===== src/rtl/seq_divider.sv =====
// Multicycle signed divider. A restoring divider runs on operand magnitudes, one quotient bit per
// cycle, and signs are applied at the end: the quotient truncates toward zero and the remainder
// takes the sign of the dividend. A zero divisor completes at once with a div_zero pulse and
// leaves the previous results in place.
module seq_divider #(
  parameter int unsigned WIDTH = 32
) (
  input  logic             clk,
  input  logic             reset,
  input  logic             start,
  input  logic [WIDTH-1:0] dividend,
  input  logic [WIDTH-1:0] divisor,
  output logic             busy,
  output logic             done,
  output logic             div_zero,
  output logic [WIDTH-1:0] quotient,
  output logic [WIDTH-1:0] remainder
);

  localparam int unsigned CntW = (WIDTH > 1) ? $clog2(WIDTH) : 1;

  typedef enum logic [1:0] {StIdle, StRun, StFinish} state_e;

  state_e           state;
  logic [WIDTH-1:0] qmag;
  logic [WIDTH-1:0] dmag;
  logic [WIDTH-1:0] prem;
  logic [CntW-1:0]  cnt;
  logic             sign_q;
  logic             sign_r;

  logic [WIDTH:0]   shifted;
  logic [WIDTH:0]   trial;
  logic [WIDTH-1:0] dividend_abs;
  logic [WIDTH-1:0] divisor_abs;

  // Operand magnitudes and the combinational part of one restoring step.
  always_comb begin
    dividend_abs = dividend[WIDTH-1] ? -dividend : dividend;
    divisor_abs  = divisor[WIDTH-1] ? -divisor : divisor;
    // Shifted value is the full WIDTH+1-bit partial remainder; the stored one never needs the
    // extra bit because a kept remainder is always below the divisor magnitude.
    shifted      = {prem, qmag[WIDTH-1]};
    trial        = shifted - {1'b0, dmag};
  end

  // Control FSM, datapath registers and registered outputs.
  always_ff @(posedge clk or negedge reset) begin
    if (!reset) begin
      state     <= StIdle;
      qmag      <= '0;
      dmag      <= '0;
      prem      <= '0;
      cnt       <= '0;
      sign_q    <= 1'b0;
      sign_r    <= 1'b0;
      busy      <= 1'b0;
      done      <= 1'b0;
      div_zero  <= 1'b0;
      quotient  <= '0;
      remainder <= '0;
    end else begin
      done     <= 1'b0;
      div_zero <= 1'b0;
      unique case (state)
        StIdle: begin
          if (start) begin
            if (divisor == '0) begin
              done     <= 1'b1;
              div_zero <= 1'b1;
            end else begin
              qmag   <= dividend_abs;
              dmag   <= divisor_abs;
              prem   <= '0;
              cnt    <= '0;
              sign_q <= dividend[WIDTH-1] ^ divisor[WIDTH-1];
              sign_r <= dividend[WIDTH-1];
              busy   <= 1'b1;
              state  <= StRun;
            end
          end
        end
        StRun: begin
          if (!trial[WIDTH]) begin
            prem <= trial[WIDTH-1:0];
            qmag <= {qmag[WIDTH-2:0], 1'b1};
          end else begin
            prem <= shifted[WIDTH-1:0];
            qmag <= {qmag[WIDTH-2:0], 1'b0};
          end
          cnt <= cnt + 1'b1;
          if (cnt == CntW'(WIDTH - 1)) begin
            state <= StFinish;
          end
        end
        StFinish: begin
          quotient  <= sign_q ? -qmag : qmag;
          remainder <= sign_r ? -prem : prem;
          done      <= 1'b1;
          busy      <= 1'b0;
          state     <= StIdle;
        end
        default: begin
          state <= StIdle;
          busy  <= 1'b0;
        end
      endcase
    end
  end

endmodule


===== config.mk =====
export PLATFORM = sky130hd
export DESIGN_NAME = seq_divider
export DESIGN_NICKNAME = d
export VERILOG_FILES = /design/src/rtl/seq_divider.sv
export SDC_FILE = /design/constraint.sdc
export NUM_CORES = 1
export LEC_CHECK = 0
export BUFFER_PORTS_ARGS = -buffer_cell sky130_fd_sc_hd__clkbuf_2
export CAP_MARGIN = 20
export CORE_MARGIN = 2
export CORE_UTILIZATION = 30
export CTS_CLUSTER_SIZE = 28
export DETAILED_ROUTE_END_ITERATION = 10
export SYNTH_ARGS = -nofsm -noshare
export SYNTH_HDL_FRONTEND = slang
export SYNTH_SLANG_ARGS = --single-unit

===== constraint.sdc =====
create_clock -name clk -period 3.7 [get_ports clk]
set_input_delay 0.37 -clock clk [delete_from_list [all_inputs] [get_ports clk]]
set_output_delay 0.37 -clock clk [all_outputs]
set_load 0.05 [all_outputs]

==> impl_metrics.json <==
{
  "post_cts_buffers": 0,
  "synthTopCellsByArea": "dfrtp_1, nand2_1, xor2_1",
  "drive_gt1_share_pct": 14.4,
  "rows": 70,
  "rsz0062_at_grt": "no",
  "critPathArrivalTime_ns": 3.54,
  "antenna_found_initial": 1,
  "gp_congestion": 0.881,
  "avgViaCountPerCell": 5.03,
  "power-per-cell-area_mw_per_mm2": 1140,
  "synth_nets": 1398,
  "cp_data_required_time_ns": 4.01,
  "cts_made_buffers": 17,
  "nets": 1493,
  "final_util_pct": 35.2,
  "async_flop_share_pct": 100,
  "switchingPower_w": 0.00736,
  "grt_overflow": 0,
  "ys_seq_elements": 172,
  "dr.first_iter.drc_count": 593,
  "cellLeakagePower_nw": 5.65,
  "path_class": "reg -> reg",
  "start_util_pct": 30.4,
  "die_y_um": 196,
  "avgSynthCellArea_um2": 8.57,
  "die_x_um": 196,
  "post-route-period-util_pct": 87.4,
  "worstMarginPinSlew_ns": 0.946,
  "crit_path_start_kind": "flip-flop",
  "setup_tns_ns": 0,
  "port_buffers": 133,
  "crit_fanout": 16,
  "core_mm2": 0.0364,
  "ys_seq_area_share_pct": 38.9,
  "slew_viol_final": 0,
  "path_cells": "inv_1, ha_1, fa_1, nand2b_1, a21oi_1, o21ai_1, a21oi_1, o2111ai_1, nand2_1, xor2_4, buf_12, mux2i_1, o21ai_1",
  "drt-pass1-iter-count": 5,
  "cts_resized": 0,
  "io_pins": 134,
  "ys_types": 68,
  "yosys_warnings": 0,
  "layout_common_cells": "nand2_1, dfrtp_1, clkbuf_2",
  "drc_errors": 0,
  "htree_num_levels": 4,
  "grt_pass1_vias": 9016,
  "design_area_mm2": 0.0128,
  "critPathLaunch": "qmag[31]",
  "pwr-share-clk_pct": 12.3,
  "placedInstanceArea_mm2": 0.0122,
  "clock_skew_ns": 0.0112,
  "wl_per_cell_um": 16.3,
  "ant_nets": 0,
  "netSwitchingFraction_pct": 50.4,
  "yosysTopAreaCell": "dfrtp_1",
  "max_stage_delay_ns": 0.41,
  "finalCriticalPeriod_ns": 3.23,
  "finalWirelength_um": 30500,
  "finalSetupViolations": 0,
  "synthCells": 1292,
  "cts_tree": "yes",
  "cts-root-buf": "clkbuf_16",
  "relSlewSlack_pct": 36.8,
  "finalHoldViolations": 0,
  "crit_path_top_delay_cell": "xor2_4",
  "min_from": "divisor[21]",
  "die-area_mm2": 0.0385,
  "reg2reg_from": "qmag[31]",
  "synth_edf_count": 0,
  "dp.final_hpwl_um": 23500,
  "intPower_w": 0.00724,
  "min_path_type": "in -> reg",
  "outcome": "finished, final reports clean",
  "pwr-share-comb_pct": 60.8,
  "ys.flop_type": "dfrtp_1",
  "synth_top_area_share_pct": 38.9,
  "finalPower_w": 0.0146,
  "max_freq_mhz": 309,
  "clock_latency_ns": 0.43,
  "grt_pass1_wl_um": 50000,
  "track_usage_pct": 16.2,
  "netlist_area_mm2": 0.0111,
  "area_delta_synth_final_pct": 16.0,
  "drv_cap": 0,
  "rrSetupSlack_ns": 0.47,
  "clk_pin_slew_ns": 0.07,
  "dr_total_vias": 9406,
  "ctsLongestPathBuffers": 2,
  "grt_max_degree": 130,
  "crit_path_end_kind": "flip-flop",
  "final_common_cell": "nand2_1",
  "seqPwrFrac_pct": 26.9,
  "cts_sinks": 172,
  "ir_drop_mv": 0.351
}
## critical path: cells and delay by family, from the launching register on
family | cells | cell delay (ns)
XOR/XNOR | 1 | 0.41
AO/OA/AOI/OAI | 5 | 0.81
flip-flops | 1 | 0.37
multiplexers | 1 | 0.22
AND/OR/NAND/NOR | 2 | 0.36
adder cells (fa/ha/maj) | 2 | 0.62
buffers and inverters | 2 | 0.31
## sequential cells by signal, summed over array words and instances, names as in the netlist
signal	flops
dmag	32
prem	32
qmag	32
quotient	32
remainder	32
cnt	5
state	2
busy	1
div_zero	1
done	1
sign_q	1
sign_r	1
## per-layer routing
layer | global-route usage (%) | part of all wire, % | wire length, um
met1 | 25.0 | 54 | 16400
met2 | 22.9 | 41 | 12400
met3 | 2.06 | 3.3 | 1010
met4 | 5.50 | 2.3 | 689
met5 | 0 | 0 | 0
## logic make-up after synthesis
| family | synth area share, % |
|---|---|
| DFF | 38.9 |
| and+or+nand+nor | 16.1 |
| xor gates and xnor gates | 11.8 |
| adders and majority gates | 4.48 |
| AOI/OAI and AO/OA | 22.0 |
| buffers and inverters | 4.43 |
| muxes | 2.35 |
## Yosys cell counts, types with 2 or more instances
cell	number
nand2_1	218
dfrtp_1	172
o21ai_1	116
o21ai_0	102
xor2_1	79
xnor2_1	70
clkbuf_1	66
inv_1	48
a21oi_1	40
ha_1	38
nor2_1	30
o31ai_1	30
mux2i_1	26
a22oi_1	19
a21o_1	18
nand3_1	18
or4_1	18
o41ai_1	17
or3_1	16
nand2b_1	13
nor3_1	12
nor2b_1	11
nand4_1	9
buf_2	8
nor4_1	8
or2_1	7
a31oi_1	6
a32oi_1	6
o211ai_1	5
o21a_1	5
a211oi_1	4
a22o_1	4
and3_1	4
buf_1	4
a2bb2oi_1	3
a41oi_1	3
o21bai_1	3
o22ai_1	3
o21ba_2	2
o311ai_0	2
or3b_1	2
## stage by stage
step / cells / worst slack, ns / hold WS, ns
3_3_place_gp: 1834 / 0.354 / 0.390
3_5_place_dp: 1834 / 0.289 / 0.397
2_1_floorplan: 1292 / 0.762 / 0.0744
6_report: 1869 / 0.465 / 0.254
4_1_cts: 1867 / 0.445 / 0.237
5_1_grt: 1869 / 0.222 / 0.267
## power groups by stage
| stage | clock network [W] | registers (W) | logic [W] |
|---|---|---|---|
| global route | 0.00192 | 0.00408 | 0.00988 |
| detailed placement | 0 | 0.00394 | 0.00887 |
| floorplan | 0 | 0.00476 | 0.00565 |
| global placement | 0 | 0.00390 | 0.00880 |
| CTS | 0.00185 | 0.00391 | 0.00891 |
| finish | 0.00180 | 0.00393 | 0.00888 |
## layout make-up
| class | instances | area [um2] |
|---|---|---|
| fill | 3786 | 23600 |
| antenna | 1 | 2.50 |
| inverter | 48 | 180 |
| clock buffer | 20 | 447 |
| timing repair buffer | 155 | 885 |
| clock inverter | 12 | 126 |
| tap | 468 | 586 |
| sequential | 172 | 4300 |
| multi-input combinational | 993 | 6310 |
## final timing paths
path,end,cells past startpoint
setup / recovery,prem[14],13
hold reg to reg,dmag[5],2
setup reg to reg,prem[14],13
hold / removal,dmag[21],3
max in group asynchronous,remainder[1],3
min in group asynchronous,busy,2
## timing repair
action	in CTS	in global routing
hold buffers	1	0
setup endpoints to repair	0	0
hold endpoints to repair	60	0
Power figures use the tool's default switching activity.
